==> src/rtl/dtcm_arbiter.sv <==
// Two-master arbiter in front of a single-port DTCM SRAM.
// Round-robin between m0 (LSU) and m1 (loader/debug), with a bounded m1 lock and one-cycle responses.
module dtcm_arbiter #(
    parameter int AW       = 16,
    parameter int DW       = 32,
    parameter int LOCK_MAX = 8
) (
    input  logic              clk,
    input  logic              rst,
    input  logic              m0_req_valid,
    output logic              m0_req_ready,
    input  logic              m0_req_we,
    input  logic [AW-1:0]     m0_req_addr,
    input  logic [DW-1:0]     m0_req_wdata,
    input  logic [DW/8-1:0]   m0_req_wem,
    input  logic              m1_req_valid,
    output logic              m1_req_ready,
    input  logic              m1_req_we,
    input  logic [AW-1:0]     m1_req_addr,
    input  logic [DW-1:0]     m1_req_wdata,
    input  logic [DW/8-1:0]   m1_req_wem,
    input  logic              m1_lock,
    output logic              m0_rsp_valid,
    output logic [DW-1:0]     m0_rsp_rdata,
    output logic              m1_rsp_valid,
    output logic [DW-1:0]     m1_rsp_rdata,
    output logic              ram_cs,
    output logic              ram_we,
    output logic [AW-1:0]     ram_addr,
    output logic [DW-1:0]     ram_din,
    output logic [DW/8-1:0]   ram_wem,
    input  logic [DW-1:0]     ram_dout
);
    localparam int MW = DW / 8;
    localparam int CW = $clog2(LOCK_MAX + 1);

    logic          rr_ptr;
    logic          lock_held;
    logic [CW-1:0] lock_cnt;
    logic          pick_m1;
    logic          gnt0;
    logic          gnt1;
    logic          vld0_p1;
    logic          vld1_p1;
    logic          rd_p1;

    // Grant selection: lock budget exhaustion beats the lock, the lock beats round-robin.
    always_comb begin
        pick_m1 = m1_req_valid;
        if (m0_req_valid && m1_req_valid) begin
            if (lock_cnt == CW'(LOCK_MAX))
                pick_m1 = 1'b0;
            else if (lock_held && m1_lock)
                pick_m1 = 1'b1;
            else
                pick_m1 = rr_ptr;
        end
        gnt0 = !rst && m0_req_valid && !pick_m1;
        gnt1 = !rst && m1_req_valid && pick_m1;
    end

    assign m0_req_ready = gnt0;
    assign m1_req_ready = gnt1;

    // Stage p0: winner's fields go straight to the SRAM in the accept cycle.
    always_comb begin
        ram_cs   = gnt0 || gnt1;
        ram_we   = 1'b0;
        ram_addr = '0;
        ram_din  = '0;
        ram_wem  = '0;
        if (gnt0) begin
            ram_we   = m0_req_we;
            ram_addr = m0_req_addr;
            ram_din  = m0_req_wdata;
            ram_wem  = m0_req_we ? m0_req_wem : MW'(0);
        end else if (gnt1) begin
            ram_we   = m1_req_we;
            ram_addr = m1_req_addr;
            ram_din  = m1_req_wdata;
            ram_wem  = m1_req_we ? m1_req_wem : MW'(0);
        end
    end

    always_ff @(posedge clk or posedge rst) begin
        if (rst) begin
            rr_ptr    <= 1'b0;
            lock_held <= 1'b0;
            lock_cnt  <= '0;
            vld0_p1   <= 1'b0;
            vld1_p1   <= 1'b0;
            rd_p1     <= 1'b0;
        end else begin
            if (gnt0 || gnt1)
                rr_ptr <= gnt0;

            if (!m1_lock || gnt0)
                lock_held <= 1'b0;
            else if (gnt1)
                lock_held <= 1'b1;

            // The counter only measures how long m0 has been starved by the lock.
            if (!m1_lock || !m0_req_valid || gnt0)
                lock_cnt <= '0;
            else if (gnt1 && lock_cnt != CW'(LOCK_MAX))
                lock_cnt <= lock_cnt + CW'(1);

            vld0_p1 <= gnt0;
            vld1_p1 <= gnt1;
            rd_p1   <= ram_cs && !ram_we;
        end
    end

    // Stage p1: response pulse, read data taken straight from the SRAM output.
    assign m0_rsp_valid = vld0_p1;
    assign m1_rsp_valid = vld1_p1;
    assign m0_rsp_rdata = (vld0_p1 && rd_p1) ? ram_dout : '0;
    assign m1_rsp_rdata = (vld1_p1 && rd_p1) ? ram_dout : '0;

endmodule
==> config.mk <==
export PLATFORM = sky130hd
export DESIGN_NAME = dtcm_arbiter
export DESIGN_NICKNAME = d
export VERILOG_FILES = /design/src/rtl/dtcm_arbiter.sv
export SDC_FILE = /design/constraint.sdc
export NUM_CORES = 1
export LEC_CHECK = 0
export BUFFER_PORTS_ARGS = -buffer_cell sky130_fd_sc_hd__buf_4
export CAP_MARGIN = 5
export CORE_AREA = 5 5 100 102
export CTS_CLUSTER_DIAMETER = 200
export DETAILED_ROUTE_END_ITERATION = 8
export DIE_AREA = 0 0 105 107
export PLACE_DENSITY = 0.53
export SYNTH_ARGS = -nofsm -noshare
export SYNTH_HDL_FRONTEND = slang
export SYNTH_SLANG_ARGS = --single-unit
==> constraint.sdc <==
create_clock -name clk -period 2.3 [get_ports clk]
set_input_delay 0.46 -clock clk [delete_from_list [all_inputs] [get_ports clk]]
set_output_delay 0.46 -clock clk [all_outputs]
set_load 0.02 [all_outputs]
==> metrics.md, run 1 <==
| Metric | Value |
|---|---|
| Synth top area share | 28.6% |
| Core area | 0.00902 mm2 |
| Placed Cells | roughly 550 |
| Final core utilization | between 40% and 50% |
| CP max FO | 7 |
| Worst-Skew Late Latency | between 0.2 and 0.25 ns |
| Overall Global Routing Usage | ~17% |
| Clk sink count | 9 |
| Routed WL | roughly 11000 um |
| Register share of total power | between 15 and 20% |
| Post-place setup slack | 0.0853 ns |
| Clock Path Buffers | 2 |
| Final Max Tran Viols | 0 |
| Worst path arrival time | 1.89 ns |
| CP endpoint kind | output pin |
| Worst Hold Class | in -> async |
| Final Hold Fails | 0 |
| CTS tree | done |
| Synthesized area | ~0.0015 mm2 |
| DP Area | ~0.0036 mm2 |
| CP dominant cell by count | buf_6 |
| Initial core utilization | 16.3% |
| Peak supply drop | approximately 0.38 mV |
| Max Cap Violations | 0 |
| CTS Hold Bufs | 0 |
| CTS buffer count | 3 |
| Hold_ws | roughly 0.26 ns |
| R2R cell count | 9 |
| Syn Nets | ~340 |
| Number of enable flip-flop cells after synthesis | 0 |
| Area contributors post-synth | a22o_1 (29%), and3_1 (28%), dfrtp_1 (15%), clkbuf_1 (3.3%), a32o_1 (2.7%) |
| Port buffer count | 264 |
| Worst path top cell family by delay | buffers and inverters |
| Period minus WS final | 2.35 ns |
| Sequential area share after synthesis | between 10% and 20% |
| Total grt overflow | 0 |
| PwrDens | between 200 and 300 mW/mm2 |
| Worst EP required | about 1.8 ns |
| Reg clk slew, reported paths | about 0.04 ns |
| Violated checks | negative setup slack |
| Final #Nets | between 600 and 700 |
| Netlist cell types | 26 |
| Synth area leader | a22o_1 |
| Die Y | 107 um |
| Fraction of registers with async set/reset | between 90% and 100% |
| Final non-filler cell total | approximately 570 |
| Synth Warn # | 0 |
| First-pass DRT Iterations | 4 |
| Avg Cell Area, Syn | about 7.7 um2 |
| Gate Count Post-Synth | 190 |
| Via count | approximately 2700 |
| Routability-driven placement congestion ratio | 0.801 |
| Residual DRC | 0 |
| Die ar. | between 0.01 and 0.015 mm2 |
| Switching pwr | around 0.41 mW |
| Crit-path max cell delay | ~0.37 ns |
| Area Growth Syn to Fin | 170% |
| Cells along the critical path | inv_2, ha_4, and4b_1, a211oi_4, buf_6, buf_12, buf_16, a22o_1, buf_6 |
| RSZ-0062 raised after global routing | yes |
| Period utilisation layout | 102% |
| Initial antenna violation count | 0 |
| Root Buffer | clkbuf_8 |
| R2R Path Start | lock_cnt[1] |
| Max Freq | between 400 and 500 MHz |
| Comb pwr share | 68.5% |
| Status | finished with violations |
| Number of diodes | 0 |
| Die W | 105 um |
| #FFs+latches synth | 9 |
| Final setup violation count | 17 |
| DR iter-0 viols | 174 |
| I/O Pins | around 270 |
| Max-slew headroom | between 70% and 80% |
| Filler cells | between 900 and 1000 |
| Layout Cell Area excl Fill | between 0.003 and 0.004 mm2 |
| Largest net degree at the start of global routing | 65 |
| Via density | between 4 and 5 |
| CP Buf/Inv Count | 5 |
| Least-Margin Pin Slew | about 0.44 ns |
| CP max-delay cell | dfrtp_1 |
| Routed len/inst | between 15 and 20 um |
| Antenna-violating nets left | 0 |
| Static Leakage | between 2 and 2.5 nW |
| Main synth FF type | dfrtp_1 |
| Fraction of layout cells with a size suffix above 1 | about two thirds |
| Detailed placement HPWL | 8590 um |
| Number of global-route vias before repair | 2586 |
| Reg2Reg Capture Point | lock_cnt[3] |
| Fin Clk Skew | roughly 0.0028 ns |
| First-pass GRT wire length | ~15000 um |
| Core Rows | 35 |
| Final WS setup | -0.0510 ns |
| Clock network power share | 15.7% |
| Htree depth | 1 |
| Setup CP Type | reg -> out |
| R2r setup slk | just under 0.6 ns |
| Power Internal | around 0.70 mW |
| Net Sw Frac | ~37% |
| Startpoint Class | register |
-- power by group through the flow --
stage	clock network, mW	logic (mW)	registers (mW)
finish	0.175	0.763	0.175
global placement	0	0.673	0.177
global route	0.189	0.811	0.176
detailed placement	0	0.673	0.177
CTS	0.180	0.755	0.175
floorplan	0	0.290	0.177
-- Yosys cell counts, drive strengths merged (2+ instances only) --
cell    number
dfrtp        9
clkbuf      13
a21oi        7
a32o         4
buf         11
nand2b       3
nor2         4
nand3        3
a22o        48
and3        65
ha           2
inv          6
a21o         3
-- repair_timing --
item | in CTS | in global routing
endpoints found under the setup margin | 53 | 54
buffers inserted | 7 | 3
pin swaps | 9 | 11
gates cloned | 4 | 2
resized for setup | 37 | 5
-- flip-flops by register name, summed over array words and instances (netlist names) --
register / flops
lock_cnt: 4
lock_held: 1
m0_rsp_valid: 1
m1_rsp_valid: 1
rd_p1: 1
rr_ptr: 1
-- worst register-to-register path, delay by kind of cell (launching register included) --
family	cells	cell delay, ns
flops	1	0.37
compound gates	2	0.34
simple gates	2	0.28
buf+inv	4	0.49
fa+ha+maj	1	0.16
-- worst max path at each step --
| stage | end | slack (ns) | cells past startpoint | startpoint |
|---|---|---|---|---|
| after CTS | ram_wem[3] | -0.10 | 9 | lock_cnt[0] |
| after global routing | ram_din[27] | -0.13 | 9 | lock_cnt[1] |
| after detailed placement | ram_wem[3] | 0.09 | 7 | lock_cnt[0] |
| after global placement | ram_din[6] | 0.12 | 7 | lock_cnt[0] |
| after floorplan | ram_din[10] | 0.25 | 7 | lock_cnt[0] |
| final | ram_din[27] | -0.05 | 9 | lock_cnt[1] |
-- through the flow --
stage	power [mW]	setup TNS, ns
floorplan	0.467	0
global placement	0.850	0
detailed placement	0.850	0
CTS	1.11	-2.98
global route	1.18	-4.31
finish	1.11	-0.268
-- cells in the final DEF, fill, tap and decap left out, types with 3 or more instances in the layout --
cell,synthesis,final
a21o_1,3,3
a21oi_1,7,7
a22o_1,48,48
and3_1,65,65
buf_12,0,3
buf_16,0,3
buf_4,3,247
buf_6,0,31
clkbuf_8,0,3
dfrtp_1,9,9
inv_1,6,4
nand2b_1,3,3
nand3_1,3,3
nor2_1,4,4
-- routing by layer --
metal,track usage (%),vias up,wire length [um]
met5,0,-,0
met4,2.47,0,173
met3,5.12,12,996
met2,31.0,166,5820
met1,20.2,1229,4270
li1,-,1280,-
-- layout make-up --
cell class	instances	area [um2]	share of cell area, %
Inverter	6	22.5	0.567
Sequential cell	9	225	5.67
Multi-Input combinational cell	151	1140	28.8
Tap cell	111	139	3.50
Timing Repair Buffer	286	2400	60.4
Clock buffer	4	45.0	1.13
-- cells by family (layout without fill, tap and decap cells) --
logic type               after synthesis  count (layout)  share of synthesized area (%)
buffers and inverters                 30             296                           9.11
AND/OR/NAND/NOR                       79              79                           33.0
XOR/XNOR                               1               1                          0.596
flip-flops                             9               9                           15.3
AO/OA/AOI/OAI                         68              68                           39.5
multiplexers                           1               1                          0.681
adder cells (fa/ha/maj)                2               2                           1.70
No activity file was read; power rests on OpenSTA's default activity.
==> inputs of run 2 (changes only) <==
Settings changed: ABC_AREA from default to 1, PLACE_DENSITY 0.53 to 0.55.
==> run 2 against run 1 <==
Effect of this change: the run now ends clean; wire length decreased by 9.2%; non-clock buffer count decreased by 10; design area increased by 0.25%; critical path depth increased by 1; first-iteration DRC count decreased by 27%; sequential share of layout area about the same; final cell count increased by 26%; clock power increased by 7%; global-route usage decreased by 1.7 points; flip-flop and latch count unchanged; via count increased by 9.4%; critical path type unchanged; largest cell class unchanged.
==> metrics.md, run 2 <==
| Metric | Value |
|---|---|
| Status | completed |
| PwrDens | 276 mW/mm2 (-1.6%) |
| R2R Path Start | lock_cnt[0] |
| DR iter-0 viols | 127 (-27%) |
| Period utilisation layout | 96.5% (-5.7 points) |
| Register share of total power | 15.7% (about the same) |
| Port buffer count | 264 (unchanged) |
| Clk sink count | 9 (unchanged) |
| First-pass GRT wire length | 14400 um (-5.9%) |
| Clock network power share | 17.1% (+1.4 points) |
| Post-route total power | 1.10 mW (-1.3%) |
| Power Internal | 0.647 mW (-8.0%) |
| Most frequent cells after synthesis | nand2_1 (161), nor2_1 (72), inv_1 (44) |
| Max Freq | 451 MHz (+5.9%) |
| Top-count cell post-synth | nand2_1 |
| Avg Cell Area, Syn | 4.95 um2 (-36%) |
| Routed WL | 10200 um (-9.2%) |
| #FFs+latches synth | 9 (unchanged) |
| Worst EP required | 1.84 ns (about the same) |
| Detailed placement HPWL | 8230 um (-4.2%) |
| CTS tree | done |
| Netlist cell types | 22 (-15%) |
| Synthesized area | 0.00166 mm2 (+13%) |
| Initial antenna violation count | 0 (unchanged) |
| Worst-Skew Late Latency | 0.24 ns (about the same) |
| Synth Warn # | 0 (unchanged) |
| Area of the multi-input gates | 0.00116 mm2 (+1.6%) |
| Sequential area share after synthesis | 13.5% (-1.8 points) |
| Final WS setup | 0.0804 ns (+0.131 ns) |
| Routed len/inst | 14.3 um (-28%) |
| Net Sw Frac | 41.1% (+4.3 points) |
| Die W | 105 um (unchanged) |
| CP endpoint kind | output pin |
| Via count | 2940 (+9.4%) |
| Reg area | 225 um2 (unchanged) |
| Final Max Tran Viols | 0 (unchanged) |
| I/O Pins | 265 (unchanged) |
| Residual DRC | 0 (unchanged) |
| Synth area leader | nand2_1 |
| Layout Cell Area excl Fill | 0.00398 mm2 (+0.25%) |
| Clock Path Buffers | 2 (unchanged) |
| Total grt overflow | 0 (unchanged) |
| Reg2Reg Capture Point | rd_p1 |
| Die ar. | 0.0112 mm2 (unchanged) |
| Max FFs per register | 4 (unchanged) |
| Peak supply drop | 0.186 mV (-51%) |
| Antenna-violating nets left | 0 (unchanged) |
| Max-slew headroom | 77.6% (+7.2 points) |
| Largest net degree at the start of global routing | 56 (-14%) |
| Startpoint Class | register |
| Core Rows | 35 (unchanged) |
| Initial core utilization | 18.4% (+2.2 points) |
| Placed Cells | 700 (+28%) |
| Fraction of layout cells with a size suffix above 1 | 51.1% (-14 points) |
| Max Cap Violations | 0 (unchanged) |
| Syn Nets | 481 (+44%) |
| Main synth FF type | dfrtp_1 |
| Root Buffer | clkbuf_8 |
| Number of enable flip-flop cells after synthesis | 0 (unchanged) |
| Final Hold Fails | 0 (unchanged) |
| Worst path arrival time | 1.76 ns (-0.13 ns) |
| Final core utilization | 44.1% (+0.11 points) |
| Synth top area share | 36.3% (+7.7 points) |
| Post-place setup slack | 0.131 ns (+0.0462 ns) |
| First-pass DRT Iterations | 5 (+1) |
| Worst Hold Class | in -> async |
| Final setup violation count | 0 (-17) |
| Fin Clk Skew | 0.00413 ns (+0.00136 ns) |
| Gate Count Post-Synth | 336 (+77%) |
| Via density | 4.12 (-13%) |
| Filler cells | 933 (+2.0%) |
| CTS Hold Bufs | 0 (unchanged) |
| Commonest non-fill, non-tap cell in the layout | buf_4 |
| Final non-filler cell total | 714 (+26%) |
| Most frequent cells in the layout | buf_4 (271), nand2_1 (158), nor2_1 (70) |
| Period minus WS final | 2.22 ns (-0.131 ns) |
| Number of global-route vias before repair | 2893 (+12%) |
| Reg clk slew, reported paths | 0.05 ns (about the same) |
| Die Y | 107 um (unchanged) |
| Area Growth Syn to Fin | 139% |
| Top reg by flops | lock_cnt |
| Number of diodes | 0 (unchanged) |
| Least-Margin Pin Slew | 0.335 ns (-0.109 ns) |
| Area contributors post-synth | nand2_1 (36%), nor2_1 (16%), dfrtp_1 (14%), inv_1 (9.9%), buf_6 (3.4%) |
| Routability-driven placement congestion ratio | 0.849 (+6.0%) |
| Final #Nets | 749 (+24%) |
| CP max FO | 6 (-1) |
| Comb pwr share | 67.2% (-1.3 points) |
| Fraction of registers with async set/reset | 100% (unchanged) |
| Setup CP Type | reg -> out |
| R2R cell count | 10 (+1) |
| Static Leakage | 2.53 nW (+7.4%) |
| DP Area | 0.00371 mm2 (+3.5%) |
| Htree depth | 1 (unchanged) |
| Core area | 0.00902 mm2 (unchanged) |
| CTS buffer count | 3 (unchanged) |
| R2r setup slk | 0.77 ns (+0.18 ns) |
| Overall Global Routing Usage | 15.4% (-1.7 points) |
| Switching pwr | 0.452 mW (+10%) |
==> run 2: changes by cell type in the layout (fill, tap and decap cells not counted), moves of 6 or more <==
cell and change:
buf_4 +24, buf_6 -31, and3_1 -65, a21oi_1 -6, nor2_1 +66, a22o_1 -48
nand2_1 +158, nand2_2 +12, inv_1 +38
==> run 2: worst max-delay path by stage <==
| stage | startpoint | endpoint | slack (ns) | depth (start not counted) |
|---|---|---|---|---|
| floorplan | lock_cnt[0] | ram_addr[0] | 0.42 | 10 |
| global placement | lock_cnt[0] | ram_din[30] | 0.19 | 10 |
| detailed placement | lock_cnt[0] | ram_din[30] | 0.13 | 10 |
| CTS | lock_cnt[1] | ram_din[30] | -0.02 | 10 |
| global route | lock_cnt[0] | ram_din[7] | -0.006 | 10 |
| finish | lock_cnt[1] | ram_wem[1] | 0.08 | 10 |
==> run 2: layout make-up <==
class / instances / share of cell area (%)
inverter: 47 / 5.41
timing repair buffer: 276 / 54.1
clock buffer: 4 / 1.13
tap: 111 / 3.49
multi-input combinational: 264 / 29.2
timing repair inverter: 3 / 1.07
sequential: 9 / 5.66
==> run 2: critical path: stages (launching register included) <==
cell and delay, ns:
dfrtp_1 0.36, inv_2 0.07, ha_4 0.16, nand3_4 0.10, nand3_4 0.12, nand2_8 0.10, nand2_8 0.15, nor2_2 0.18
nand2_1 0.08, nand2_1 0.07, buf_4 0.14
==> run 2: routing by layer <==
metal  track usage, %  share of wire [%]  vias up
met3             5.12                 10        6
met1             17.0                 36     1265
li1                 -                  -     1503
met5                0                  0        -
met4             2.01               0.65        0
met2             29.2                 53      166
==> run 2: through the flow <==
stage,hold WS (ns),TNS (ns)
2_1_floorplan,0.361,0
3_3_place_gp,0.526,0
3_5_place_dp,0.538,0
4_1_cts,0.314,-0.0154
5_1_grt,0.394,-0.0210
6_report,0.376,0
==> run 2: cell families (layout without fill, tap and decap cells) <==
logic type / count (synthesis) / count (layout) / synth area share (%)
compound gates: 3 / 3 / 0.902
simple gates: 258 / 258 / 63.8
fa+ha+maj: 2 / 2 / 1.50
buf+inv: 63 / 330 / 19.7
flops: 9 / 9 / 13.5
xor+xnor: 1 / 1 / 0.526
==> run 2: what timing repair did <==
action	4_1_cts	5_1_grt
cloned	1	5
resized for setup	5	17
buffers inserted	1	3
setup endpoints to repair	53	54
pin swaps	0	1
==> run 2: power groups by stage <==
stage	sequential (mW)	combinational, mW	clock (mW)
6_report	0.173	0.738	0.188
5_1_grt	0.173	0.799	0.203
4_1_cts	0.173	0.699	0.189
3_5_place_dp	0.175	0.686	0
3_3_place_gp	0.175	0.683	0
2_1_floorplan	0.177	0.314	0
==> inputs of run 3 (changes only) <==
Settings changed: BUFFER_PORTS_ARGS -buffer_cell sky130_fd_sc_hd__buf_4 to default, CORE_AREA 5 5 100 102 to 5 5 98 100, DIE_AREA 0 0 105 107 to 0 0 103 105, DONT_BUFFER_PORTS from default to 1, PLACE_DENSITY 0.55 to 0.3.
==> run 3 against run 2 <==
Effect of this change: critical path depth fell by 1; setup slack better by 0.012 ns; register-to-register slack got worse by 0.14 ns; die area decreased by 3.7%; design area down 38%; power down 27%; clock skew down 0.00083 ns; flip-flop and latch count did not move; sequential share of layout area up 3.4 points; count of clock-buffer cells in the layout unchanged; critical path type unchanged; highest routed layer unchanged.
==> metrics.md, run 3 (same netlist as run 2, synthesis figures left out) <==
| Metric | Value |
|---|---|
| R2R Path Start | lock_cnt[1] |
| Residual DRC | 0 (unchanged) |
| PwrDens | 321 mW/mm2 (+16%) |
| Routed WL | 8610 um (-16%) |
| Routability-driven placement congestion ratio | 0.780 (-8.1%) |
| CTS buffer count | 3 (unchanged) |
| Die W | 103 um (-1.9%) |
| Peak supply drop | 0.238 mV (+29%) |
| Top reg by flops | lock_cnt |
| I/O Pins | 265 (unchanged) |
| Setup TNS | 0 ns (unchanged) |
| Routed len/inst | 16.9 um (+18%) |
| Crit. Startpoint | lock_cnt[1] |
| DP Area | 0.00219 mm2 (-41%) |
| Max Cap Violations | 0 (unchanged) |
| Layout Cell Area excl Fill | 0.00249 mm2 (-38%) |
| Commonest non-fill, non-tap cell in the layout | nand2_1 |
| Number of global-route vias before repair | 2109 (-27%) |
| CP dominant cell by count | nand3_4 |
| Detailed placement HPWL | 6850 um (-17%) |
| Antenna-violating nets left | 0 (unchanged) |
| Crit-path max cell delay | 0.38 ns (+0.02 ns) |
| Max-slew headroom | 73.0% (-4.6 points) |
| Setup CP Type | reg -> out |
| Max Freq | 453 MHz (+0.54%) |
| Initial core utilization | 19.4% (+0.92 points) |
| Final Max Tran Viols | 0 (unchanged) |
| Startpoint Class | register |
| Area Growth Syn to Fin | 49.5% |
| Via count | 2255 (-23%) |
| DR iter-0 viols | 111 (-13%) |
| Final setup violation count | 0 (unchanged) |
| Root Buffer | clkbuf_8 |
| Fin Clk Skew | 0.00329 ns (-0.000835 ns) |
| Status | completed |
| CP max FO | 5 (-1) |
| Clock Path Buffers | 2 (unchanged) |
| Number of diodes | 0 (unchanged) |
| Largest net degree at the start of global routing | 56 (unchanged) |
| Cells along the critical path | inv_1, ha_4, nand3_4, nand3_4, nand3_4, buf_4, inv_6, nand2_1, nand2_1 |
| Worst EP required | 1.84 ns (about the same) |
| Most frequent cells in the layout | nand2_1 (121), buf_4 (72), nor2_1 (71) |
| CTS tree | done |
| Clk sink count | 9 (unchanged) |
| Htree depth | 1 (unchanged) |
| CP endpoint kind | output pin |
| Core Rows | 34 (-2.9%) |
| Max FFs per register | 4 (unchanged) |
| Final #Nets | 547 (-27%) |
| Period utilisation layout | 96.0% (-0.52 points) |
| CP max-delay cell | dfrtp_1 |
| Via density | 4.43 (+7.6%) |
| Reg clk slew, reported paths | 0.05 ns (about the same) |
| Post-place setup slack | 0.130 ns (-0.00199 ns) |
| Final WS setup | 0.0923 ns (+0.0119 ns) |
| Core area | 0.00859 mm2 (-4.7%) |
| Post-route total power | 0.798 mW (-27%) |
| Static Leakage | 1.50 nW (-41%) |
| First-pass GRT wire length | 11400 um (-21%) |
| Fraction of layout cells with a size suffix above 1 | 35.2% (-16 points) |
| Port buffer count | 0 (-100%) |
| Worst Hold Class | in -> async |
| First-pass DRT Iterations | 4 (-1) |
| Die ar. | 0.0108 mm2 (-3.7%) |
| Period minus WS final | 2.21 ns (-0.0119 ns) |
| Overall Global Routing Usage | 13.3% (-2.1 points) |
| Initial antenna violation count | 0 (unchanged) |
| Least-Margin Pin Slew | 0.403 ns (+0.0683 ns) |
| Worst path arrival time | 1.75 ns (about the same) |
| Final Hold Fails | 0 (unchanged) |
| Worst-Skew Late Latency | 0.23 ns (about the same) |
| Total grt overflow | 0 (unchanged) |
| Die Y | 105 um (-1.9%) |
| Final core utilization | 28.9% (-15 points) |
run 3: cell count changes in the layout (fill, tap and decap cells not counted), sizes merged:
cell / before / now
clkbuf: 6 / 5
buf: 274 / 73
run 3: final timing paths:
check | to | slack (ns) | cells past startpoint
max | ram_din[10] | 0.09 | 9
min | lock_held | 0.26 | 2
max reg2reg | rd_p1 | 0.63 | 10
min reg2reg | rr_ptr | 0.55 | 2
max in group asynchronous | lock_cnt[0] | 1.87 | 2
min in group clk | lock_held | 0.36 | 2
run 3: layout make-up:
class	count	area, um2
Clock buffer	4	45.0
Fill cell	983	6110
Inverter	47	215
Multi-Input combinational cell	264	1250
Sequential cell	9	225
Tap cell	108	135
Timing Repair Buffer	74	593
Timing Repair inverter	3	26.3
run 3: what timing repair did:
action / CTS / global route
gates cloned: 1 / 3
pin swaps: 0 / 4
hold buffers: 0 / 0
setup endpoints to repair: 51 / 55
resized for setup: 32 / 22
buffers inserted: 0 / 4
run 3: where the power goes:
group          internal, mW  switching [mW]  leakage (nW)
Clock                 0.121          0.0605        0.0228
Combinational         0.118           0.321          1.36
Sequential            0.169         0.00899         0.119
run 3: critical path, delay by kind of cell, from the launching register on:
kind,cells,cell delay [ns]
AND/OR/NAND/NOR,5,0.59
adder cells (fa/ha/maj),1,0.16
flip-flops,1,0.38
buffers and inverters,3,0.39
run 3: through the flow:
stage                     hold slack (ns)  std cells
after floorplan                     0.361        336
after global placement              0.452        497
after detailed placement            0.438        497
after CTS                           0.190        502
after global routing                0.283        509
final                               0.263        509
run 3: metal layers:
metal	vias to the layer above	part of all wire (%)	GRT usage [%]
met5	-	0	0
met4	0	1.8	3.05
met3	12	11	3.06
met2	171	52	25.3
met1	973	35	14.5
li1	1099	-	-
